`config.mk`:
```
export PLATFORM = sky130hd
export DESIGN_NAME = imm_encoder_seq
export DESIGN_NICKNAME = d
export VERILOG_FILES = /design/src/rtl/imm_encoder_seq.sv
export SDC_FILE = /design/constraint.sdc
export NUM_CORES = 1
export LEC_CHECK = 0
export ABC_AREA = 1
export BUFFER_PORTS_ARGS = -buffer_cell sky130_fd_sc_hd__buf_2
export CAP_MARGIN = 0
export CORE_MARGIN = 5
export CORE_UTILIZATION = 48
export CTS_BUF_LIST = sky130_fd_sc_hd__clkbuf_8 sky130_fd_sc_hd__clkbuf_16
export CTS_CLUSTER_SIZE = 16
export DETAILED_ROUTE_END_ITERATION = 6
export HOLD_SLACK_MARGIN = 0.12
export PLACE_DENSITY = 0.83
export REMOVE_ABC_BUFFERS = 1
export SLEW_MARGIN = 20
export SYNTH_ARGS = -nofsm -noshare
export SYNTH_HDL_FRONTEND = slang
export SYNTH_SLANG_ARGS = --single-unit
```
`constraint.sdc`:
```
create_clock -name clk -period 1.5 [get_ports clk]
set_input_delay 0.075 -clock clk [delete_from_list [all_inputs] [get_ports clk]]
set_output_delay 0.075 -clock clk [all_outputs]
set_load 0.1 [all_outputs]
```
`src/rtl/imm_encoder_seq.sv`:
```
// imm_encoder_seq: packs register fields and immediates into RV32I words over a valid/ready stream
`timescale 1ns/1ps
module imm_encoder_seq #(
  parameter bit RANGE_CHECK = 1'b1
) (
  input  logic        clk,
  input  logic        rst,
  input  logic        in_valid,
  output logic        in_ready,
  input  logic [2:0]  kind,
  input  logic [4:0]  rd,
  input  logic [4:0]  rs1,
  input  logic [4:0]  rs2,
  input  logic [2:0]  funct3,
  input  logic [31:0] imm,
  output logic        out_valid,
  input  logic        out_ready,
  output logic [31:0] out_instr,
  output logic        err
);
  localparam logic [2:0] K_LOAD = 3'b000, K_LOADU = 3'b001, K_STORE = 3'b010;
  localparam logic [2:0] K_BRANCH = 3'b100, K_JALR = 3'b101, K_LI = 3'b111;
  typedef enum logic {S_IDLE, S_SECOND} state_t;
  state_t state, state_nx;
  logic [31:0] second, word, lui, addi0, addi2;
  logic [19:0] hi;
  logic s12, u12, b13, ok, bad, two, acc;
  always_comb begin
    s12 = imm[31:11] == '0 || imm[31:11] == '1;
    u12 = imm[31:12] == '0;
    b13 = (imm[31:12] == '0 || imm[31:12] == '1) && !imm[0];
    ok = kind == K_LOADU ? u12 : kind == K_BRANCH ? b13 : kind == K_LI ? 1'b1 : s12;
    bad = kind == 3'b011 || kind == 3'b110 || (RANGE_CHECK && !ok);
    hi = imm[31:12] + {19'd0, imm[11]};
    lui = {hi, rd, 7'b0110111};
    addi0 = {imm[11:0], 5'd0, 3'b000, rd, 7'b0010011};
    addi2 = {imm[11:0], rd, 3'b000, rd, 7'b0010011};
    two = kind == K_LI && !s12 && imm[11:0] != '0;
    word = (kind == K_LOAD || kind == K_LOADU) ? {imm[11:0], rs1, funct3, rd, 7'b0000011}
         : kind == K_STORE  ? {imm[11:5], rs2, rs1, funct3, imm[4:0], 7'b0100011}
         : kind == K_BRANCH ? {imm[12], imm[10:5], rs2, rs1, funct3, imm[4:1], imm[11], 7'b1100011}
         : kind == K_JALR   ? {imm[11:0], rs1, 3'b000, rd, 7'b1100111}
         : s12 ? addi0 : lui;
  end
  always_ff @(posedge clk)
    if (rst) state <= S_IDLE;
    else state <= state_nx;
  always_comb
    state_nx = state == S_IDLE ? ((acc && !bad && two) ? S_SECOND : S_IDLE)
             : ((out_valid && out_ready) ? S_IDLE : S_SECOND);
  always_comb begin
    in_ready = state == S_IDLE && (!out_valid || out_ready);
    acc = in_valid && in_ready;
  end
  always_ff @(posedge clk)
    if (rst) begin
      out_valid <= 1'b0;
      out_instr <= '0;
      err <= 1'b0;
      second <= '0;
    end else begin
      err <= acc && bad;
      if (acc && !bad) begin
        out_valid <= 1'b1;
        out_instr <= word;
        second <= addi2;
      end else if (state == S_SECOND && out_valid && out_ready) begin
        out_instr <= second;
      end else if (out_valid && out_ready) begin
        out_valid <= 1'b0;
      end
    end
endmodule
```
==> impl_metrics.prom, run 1 <==
# TYPE chip_impl_metric gauge
chip_impl_metric{name="clk_latency",unit="ns"} 0.31
chip_impl_metric{name="final_antenna_net_count",unit=""} 0
chip_impl_metric{name="fin_worst_skew",unit="ns"} 0.00841
chip_impl_metric{name="dieHeight",unit="um"} 93.4
chip_impl_metric{name="synth.distinct_cells",unit=""} 38
chip_impl_metric{name="core_region_area",unit="mm2"} 0.00679
chip_impl_metric{name="ys_warn_count",unit=""} 0
chip_impl_metric{name="fraction_of_layout_cells_with_a_size_suffix_above_1",unit="%"} 38.3
chip_impl_info{name="min_delay_worst_endpoint",value="out_instr[14]"} 1
chip_impl_info{name="startpoint_type",value="primary input"} 1
chip_impl_metric{name="design.portCount",unit=""} 92
chip_impl_metric{name="final_number_of_hold_violating_endpoints",unit=""} 0
chip_impl_metric{name="postRouteWirelength",unit="um"} 12400
chip_impl_metric{name="timing.setup.tns",unit="ns"} -0.0191
chip_impl_metric{name="area_added_between_synthesis_and_finish",unit="%"} 56.1
chip_impl_metric{name="async_sr_flop_fraction",unit="%"} 0
chip_impl_info{name="failed_checks",value="negative setup slack"} 1
chip_impl_metric{name="globalRouteOverflowTotal",unit=""} 0
chip_impl_info{name="timing.critical_path.to_type",value="flop"} 1
chip_impl_metric{name="max-cap-violations",unit=""} 0
chip_impl_info{name="outcome",value="finished, violations left"} 1
chip_impl_info{name="ys_dominant_reg_cell",value="dfxtp_1"} 1
chip_impl_metric{name="post_synth_inst_count",unit=""} 543
chip_impl_metric{name="power.leakage",unit="nW"} 2.58
chip_impl_metric{name="p_per_area",unit="mW/mm2"} 728
chip_impl_metric{name="path_clk_slew",unit="ns"} 0.10
chip_impl_metric{name="cts_inserted_buffers",unit=""} 5
chip_impl_metric{name="min_period_over_period",unit="%"} 101
chip_impl_metric{name="clk_path_buf_depth",unit=""} 2
chip_impl_metric{name="first_pass_iters",unit=""} 5
chip_impl_metric{name="avgViaCountPerCell",unit=""} 5.35
chip_impl_metric{name="placement_rows",unit=""} 30
chip_impl_info{name="cts_tree",value="done"} 1
chip_impl_metric{name="arrival",unit="ns"} 1.76
chip_impl_metric{name="worst_hold_slack",unit="ns"} 0.132
chip_impl_metric{name="total_power_consumption",unit="mW"} 3.80
chip_impl_metric{name="crit_fanout",unit=""} 7
chip_impl_metric{name="vdd_drop_max",unit="mV"} 0.441
chip_impl_metric{name="global_route.usage.total",unit="%"} 25.7
chip_impl_info{name="crit_start",value="imm[27]"} 1
chip_impl_metric{name="cell_area_after_technology_mapping",unit="mm2"} 0.00334
chip_impl_info{name="cts_root_buffer",value="clkbuf_8"} 1
chip_impl_metric{name="grt_antenna_before_repair",unit=""} 0
chip_impl_metric{name="fin_ws",unit="ns"} -0.0155
chip_impl_metric{name="instances_no_fill",unit=""} 812
chip_impl_metric{name="grt_pass1_vias",unit=""} 3954
chip_impl_metric{name="synth-seq-area-share",unit="%"} 30.6
chip_impl_info{name="worst-setup-path-type",value="in -> reg"} 1
chip_impl_metric{name="final-max-slew-violation-count",unit=""} 0
chip_impl_metric{name="numPortBuffers",unit=""} 90
chip_impl_metric{name="first_pass_grt_wire_length",unit="um"} 18100
chip_impl_info{name="worst_r2r_startpoint",value="out_valid"} 1
chip_impl_metric{name="via_count",unit=""} 4342
chip_impl_info{name="capturing_point_of_the_worst_reg2reg_path",value="out_instr[19]"} 1
chip_impl_metric{name="die-area",unit="mm2"} 0.00873
chip_impl_metric{name="design.final.nets",unit=""} 775
chip_impl_metric{name="dp.final_hpwl",unit="um"} 8520
chip_impl_metric{name="setup_violations",unit=""} 3
chip_impl_metric{name="fin_crit",unit="ns"} 1.52
chip_impl_metric{name="worst_ep_required_time",unit="ns"} 1.74
chip_impl_info{name="min-delay-path-class",value="in -> reg"} 1
chip_impl_metric{name="htree_num_levels",unit=""} 2
chip_impl_metric{name="min_delay_path_depth",unit=""} 5
chip_impl_metric{name="dpl.cell_count",unit=""} 777
chip_impl_info{name="hold_path_startpoint",value="funct3[2]"} 1
chip_impl_metric{name="remaining_drc_errors",unit=""} 0
chip_impl_metric{name="synth.ff_latch_count",unit=""} 51
chip_impl_metric{name="initial_utilization",unit="%"} 49.2
chip_impl_metric{name="drt_iter0_markers",unit=""} 310
chip_impl_metric{name="routed_wire_length_per_instance",unit="um"} 15.2
chip_impl_metric{name="ff2ff_setup_slack",unit="ns"} 0.01
chip_impl_metric{name="gp_routability_congestion",unit=""} 0.967
chip_impl_info{name="setup_repair_after_global_routing_missed_its_margin",value="yes"} 1
chip_impl_metric{name="reg2regPathDepth",unit=""} 11
chip_impl_metric{name="largest_net_degree_at_the_start_of_global_routing",unit=""} 29
chip_impl_metric{name="die_width",unit="um"} 93.4
chip_impl_metric{name="synth_enable_flop_cells",unit=""} 0
chip_impl_metric{name="clock-sinks",unit=""} 51
chip_impl_metric{name="syn_area_per_cell",unit="um2"} 6.15
chip_impl_metric{name="final_core_utilization",unit="%"} 76.7
chip_impl_metric{name="top_achievable_clock_speed",unit="MHz"} 660
state kept, by name, summed over array words and instances, names as in the netlist:
| register | flops |
|---|---|
| out_instr | 30 |
| err | 1 |
| state | 1 |
| second | 18 |
| out_valid | 1 |
worst max-delay path, stage by stage:
cell	delay [ns]
buf_8	0.10
nor2_4	0.14
nand3_1	0.12
nor2_1	0.17
nand3_2	0.12
nand3_2	0.08
nand2_1	0.06
nand2_2	0.10
nand3_4	0.12
buf_12	0.18
inv_16	0.08
clkbuf_16	0.16
nand2_2	0.05
nand2_1	0.05
inv_1	0.04
nor2_1	0.09
worst max path at each step:
stage | cells past startpoint | endpoint | slack, ns
after global routing | 18 | out_instr[27] | -0.08
after floorplan | 8 | out_instr[15] | -2.62
after detailed placement | 16 | out_instr[7] | -0.40
after CTS | 18 | out_instr[23] | -0.007
after global placement | 16 | out_instr[20] | -0.33
final | 16 | out_instr[19] | -0.02
power by group:
part	internal [mW]	switching, mW	total [mW]	leakage [nW]
logic	0.510	0.994	1.50	2.13
clock network	0.326	0.499	0.825	0.0402
registers	1.43	0.0375	1.47	0.416
cell families (layout without fill, tap and decap cells):
kind of cell | after synthesis | after routing | share of synthesized area, %
buf+inv | 87 | 259 | 11.6
compound gates | 107 | 107 | 16.9
xor+xnor | 14 | 14 | 3.67
other cells | 1 | 2 | 0.112
simple gates | 279 | 279 | 35.7
flops | 51 | 51 | 30.6
fa+ha+maj | 4 | 4 | 1.50
synth_stat cells, types with 6 or more instances:
cell type	count	share of area (%)
inv_1	60	6.7
a22oi_1	6	1.3
clkbuf_1	8	0.90
buf_2	7	1.0
nor3_1	8	1.2
nand3_1	25	3.7
nand2_1	157	18
xor2_1	9	2.4
a21oi_1	33	4.9
o21ai_0	61	9.1
dfxtp_1	51	31
nand4_1	7	1.3
nor2_1	63	7.1
placed cells by master (no fill, tap or decap), drive strengths merged:
cell,n
nor2,67
a22o,2
or2,2
diode,1
dlygate4sd3,17
nand2,162
o22ai,1
nand3,27
and3,1
nand4,8
clkinvlp,2
conb,1
o21ai,63
dfxtp,51
xor2,9
inv,63
ha,4
clkbuf,8
bufbuf,1
nor4,4
a22oi,6
clkinv,1
a211oi,1
o41ai,1
a21oi,33
buf,167
xnor2,5
nor3,8
metal layers:
metal,wire length [um],share of wire (%),track usage [%],vias up
li1,-,-,-,2081
met1,4870,39,32.4,1993
met2,6150,50,43.7,222
met3,883,7.1,3.14,46
met4,450,3.6,11.1,0
met5,0,0,0,-
layout make-up:
| class | count | area [um2] |
|---|---|---|
| Multi-Input combinational cell | 405 | 2220 |
| Fill cell | 505 | 1580 |
| Timing Repair Buffer | 188 | 1510 |
| Sequential cell | 51 | 1020 |
| Inverter | 63 | 258 |
| Tap cell | 96 | 120 |
| Clock buffer | 5 | 68.8 |
| Clock inverter | 3 | 20.0 |
| Antenna cell | 1 | 2.50 |
repair_timing:
action | in CTS | in global routing
pin swaps | 1 | 48
gates cloned | 1 | 4
hold buffers | 16 | 1
resized for setup | 9 | 151
endpoints found under the hold margin | 16 | 1
buffers inserted | 1 | 3
endpoints found under the setup margin | 44 | 48
stage by stage:
step	worst slack, ns	cell area (um2)
final	-0.0155	5210
after detailed placement	-0.402	4370
after global placement	-0.329	4370
after floorplan	-2.62	3200
after global routing	-0.0838	5210
after CTS	-0.00725	4690
Power figures use the tool's default switching activity.
==> run 2: changes to the inputs <==
--- a/config.mk
+++ b/config.mk
@@ -15,8 +15,11 @@
 export DETAILED_ROUTE_END_ITERATION = 6
 export HOLD_SLACK_MARGIN = 0.12
 export PLACE_DENSITY = 0.83
+export RECOVER_POWER = 25
 export REMOVE_ABC_BUFFERS = 1
+export SETUP_SLACK_MARGIN = 0.5
 export SLEW_MARGIN = 20
 export SYNTH_ARGS = -nofsm -noshare
 export SYNTH_HDL_FRONTEND = slang
 export SYNTH_SLANG_ARGS = --single-unit
+export TNS_END_PERCENT = 50
==> run 2 against run 1 <==
  * The flow finishes with violations (design-rule violations, negative setup slack)
  * Count of clock-buffer cells in the layout is the same
  * Non-clock buffer count grew 7
  * Core utilization grew 7.9 points
  * Clock power grew 5.3%
  * Power grew 9.1%
  * Cell count grew 0.74%
  * Sequential share of layout area shrank 1.7 points
  * Critical path depth grew 1
  * Via count grew 14%
  * Largest power group unchanged
  * Highest routed layer unchanged
==> impl_metrics.prom, run 2 (synthesized netlist as in run 1, its figures left out) <==
# TYPE chip_impl_metric gauge
chip_impl_info{name="outcome",value="finished, violations left"} 1
chip_impl_info{name="failed_checks",value="design-rule violations, negative setup slack"} 1
chip_impl_metric{name="clk_latency",unit="ns"} 0.32
chip_impl_metric{name="postRouteWirelength",unit="um"} 17100
chip_impl_info{name="register_bank_with_the_most_flops",value="out_instr"} 1
chip_impl_metric{name="globalRouteOverflowTotal",unit=""} 0
chip_impl_metric{name="max-slew-margin-rel",unit="%"} 62.7
chip_impl_metric{name="worst_ep_required_time",unit="ns"} 1.72
chip_impl_info{name="setup_repair_after_global_routing_missed_its_margin",value="yes"} 1
chip_impl_metric{name="fin_ws",unit="ns"} -0.174
chip_impl_metric{name="initial_utilization",unit="%"} 49.2
chip_impl_info{name="worst-setup-path-type",value="in -> reg"} 1
chip_impl_metric{name="via_count",unit=""} 4971
chip_impl_metric{name="setup_violations",unit=""} 47
chip_impl_metric{name="p_per_area",unit="mW/mm2"} 720
chip_impl_metric{name="gp_routability_congestion",unit=""} 0.967
chip_impl_metric{name="reg2regPathDepth",unit=""} 10
chip_impl_info{name="hold_path_startpoint",value="funct3[2]"} 1
chip_impl_metric{name="die_width",unit="um"} 93.4
chip_impl_metric{name="placed_cell_area",unit="mm2"} 0.00437
chip_impl_metric{name="fin_worst_skew",unit="ns"} 0.0114
chip_impl_metric{name="htree_num_levels",unit=""} 2
chip_impl_info{name="cts_root_buffer",value="clkbuf_8"} 1
chip_impl_metric{name="placement_rows",unit=""} 30
chip_impl_metric{name="antenna-diode-count",unit=""} 0
chip_impl_metric{name="design.portCount",unit=""} 92
chip_impl_metric{name="first_pass_iters",unit=""} 7
chip_impl_metric{name="clk_path_buf_depth",unit=""} 2
chip_impl_info{name="cts_tree",value="done"} 1
chip_impl_metric{name="fraction_of_layout_cells_with_a_size_suffix_above_1",unit="%"} 45.6
chip_impl_metric{name="first_pass_grt_wire_length",unit="um"} 19700
chip_impl_info{name="startpoint_type",value="primary input"} 1
chip_impl_metric{name="largest_register_ff_count",unit=""} 30
chip_impl_metric{name="drt_iter0_markers",unit=""} 564
chip_impl_metric{name="path_clk_slew",unit="ns"} 0.11
chip_impl_metric{name="min_period_over_period",unit="%"} 112
chip_impl_info{name="timing.critical_path.to_type",value="flop"} 1
chip_impl_metric{name="final-max-slew-violation-count",unit=""} 0
chip_impl_metric{name="final_antenna_net_count",unit=""} 0
chip_impl_metric{name="fin_area",unit="mm2"} 0.00575
chip_impl_metric{name="arrival",unit="ns"} 1.89
chip_impl_metric{name="clock-sinks",unit=""} 51
chip_impl_metric{name="dieHeight",unit="um"} 93.4
chip_impl_metric{name="ff2ff_setup_slack",unit="ns"} -0.06
chip_impl_metric{name="avgViaCountPerCell",unit=""} 6.08
chip_impl_metric{name="max-cap-violations",unit=""} 0
chip_impl_metric{name="dp.final_hpwl",unit="um"} 8520
chip_impl_metric{name="power.leakage",unit="nW"} 2.81
chip_impl_metric{name="register_area",unit="mm2"} 0.00103
chip_impl_info{name="worst_r2r_startpoint",value="out_valid"} 1
chip_impl_metric{name="worst_pin_slew",unit="ns"} 0.561
chip_impl_metric{name="design.final.nets",unit=""} 782
chip_impl_metric{name="fin_crit",unit="ns"} 1.67
chip_impl_info{name="min-delay-path-class",value="in -> reg"} 1
chip_impl_metric{name="remaining_drc_errors",unit=""} 8
chip_impl_metric{name="crit_fanout",unit=""} 13
chip_impl_metric{name="vdd_drop_max",unit="mV"} 0.491
chip_impl_metric{name="min_delay_path_depth",unit=""} 5
chip_impl_metric{name="fillers",unit=""} 362
chip_impl_metric{name="core_region_area",unit="mm2"} 0.00679
chip_impl_metric{name="grt_antenna_before_repair",unit=""} 0
chip_impl_metric{name="final_number_of_hold_violating_endpoints",unit=""} 0
chip_impl_metric{name="preCtsSetupSlack",unit="ns"} -0.402
chip_impl_metric{name="routed_wire_length_per_instance",unit="um"} 20.9
chip_impl_metric{name="top_achievable_clock_speed",unit="MHz"} 597
chip_impl_metric{name="global_route.usage.total",unit="%"} 28.0
chip_impl_metric{name="area_added_between_synthesis_and_finish",unit="%"} 72.1
chip_impl_info{name="min_delay_worst_endpoint",value="out_instr[14]"} 1
chip_impl_metric{name="largest_net_degree_at_the_start_of_global_routing",unit=""} 29
chip_impl_metric{name="die-area",unit="mm2"} 0.00873
chip_impl_metric{name="multiInputGateArea",unit="mm2"} 0.00244
chip_impl_metric{name="numPortBuffers",unit=""} 90
chip_impl_metric{name="cts_inserted_buffers",unit=""} 5
chip_impl_info{name="capturing_point_of_the_worst_reg2reg_path",value="out_instr[22]"} 1
chip_impl_info{name="layout_commonest_cell",value="nand2_1"} 1
chip_impl_info{name="reg.largest.list",value="out_instr x30, second x18"} 1
chip_impl_info{name="final_cell_mix",value="nand2_1 (112), buf_4 (75), inv_1 (48), nor2_1 (44), dfxtp_1 (42)"} 1
chip_impl_metric{name="grt_pass1_vias",unit=""} 4203
[run 2: cell count changes in the layout (fill, tap and decap cells not counted), moves of 10 or more]
cell,change
a21oi_1,-13
a21oi_2,+13
buf_12,+10
buf_2,-30
buf_6,+10
clkbuf_2,+15
nand2_4,+15
o21ai_0,-12
[run 2: final cells by class]
cell class | count | share of cell area [%]
clock buffers | 5 | 1.20
flip-flops and latches | 51 | 18.0
multi-input cells | 405 | 42.5
clock inverters | 3 | 0.348
repair buffers | 195 | 31.3
inverters | 63 | 4.59
well taps | 96 | 2.09
[run 2: critical path, cell delays in order]
cell     delay, ns
buf_2         0.14
inv_1         0.12
nand2_1       0.07
nor2_1        0.13
nand3_2       0.11
nand2_1       0.12
nand2_1       0.07
nand2_1       0.08
nand2_1       0.09
nand2_2       0.11
nand3_4       0.10
buf_12        0.17
buf_12        0.14
o21ai_0       0.13
nand2_1       0.09
inv_1         0.07
nor2_1        0.04
[run 2: how the worst max path moves through the flow]
stage              start  slack, ns             to
2_1_floorplan  out_valid      -2.62  out_instr[15]
4_1_cts          imm[27]       0.10  out_instr[23]
3_5_place_dp     imm[26]      -0.40   out_instr[7]
3_3_place_gp     imm[26]      -0.33  out_instr[20]
5_1_grt          imm[22]      -0.23  out_instr[22]
6_report         imm[29]      -0.17  out_instr[22]
[run 2: through the flow]
stage | hold slack, ns | power (mW) | utilization (%) | std cells | TNS (ns)
after detailed placement | 0.352 | 2.75 | 64.3 | 777 | -16.95
after CTS | 0.130 | 3.70 | 73.8 | 810 | 0
final | 0.130 | 4.14 | 84.6 | 818 | -3.92
after global routing | 0.129 | 4.26 | 84.6 | 818 | -6.11
after floorplan | 0.144 | 2.29 | - | 519 | -123.75
after global placement | 0.341 | 2.73 | 64.3 | 777 | -13.83
[run 2: what timing repair did]
item / 4_1_cts / 5_1_grt
hold endpoints to repair: 16 / 0
resized for setup: 87 / 277
pin swaps: 30 / 50
endpoints found under the setup margin: 85 / 85
buffers inserted: 6 / 3
cloned: 3 / 5
hold buffers: 16 / 0
[run 2: per-layer routing]
layer / vias up / wire length (um) / global-route usage [%]
li1: 2097 / - / -
met1: 2294 / 5930 / 34.7
met2: 442 / 8010 / 49.5
met3: 138 / 1850 / 3.46
met4: 0 / 1340 / 10.0
met5: - / 0 / 0
[run 2: where the power goes]
group | leakage [nW] | switching, mW | internal [mW]
logic | 2.35 | 1.15 | 0.630
registers | 0.419 | 0.0614 | 1.43
clock network | 0.0402 | 0.542 | 0.327
total | 2.81 | 1.75 | 2.39
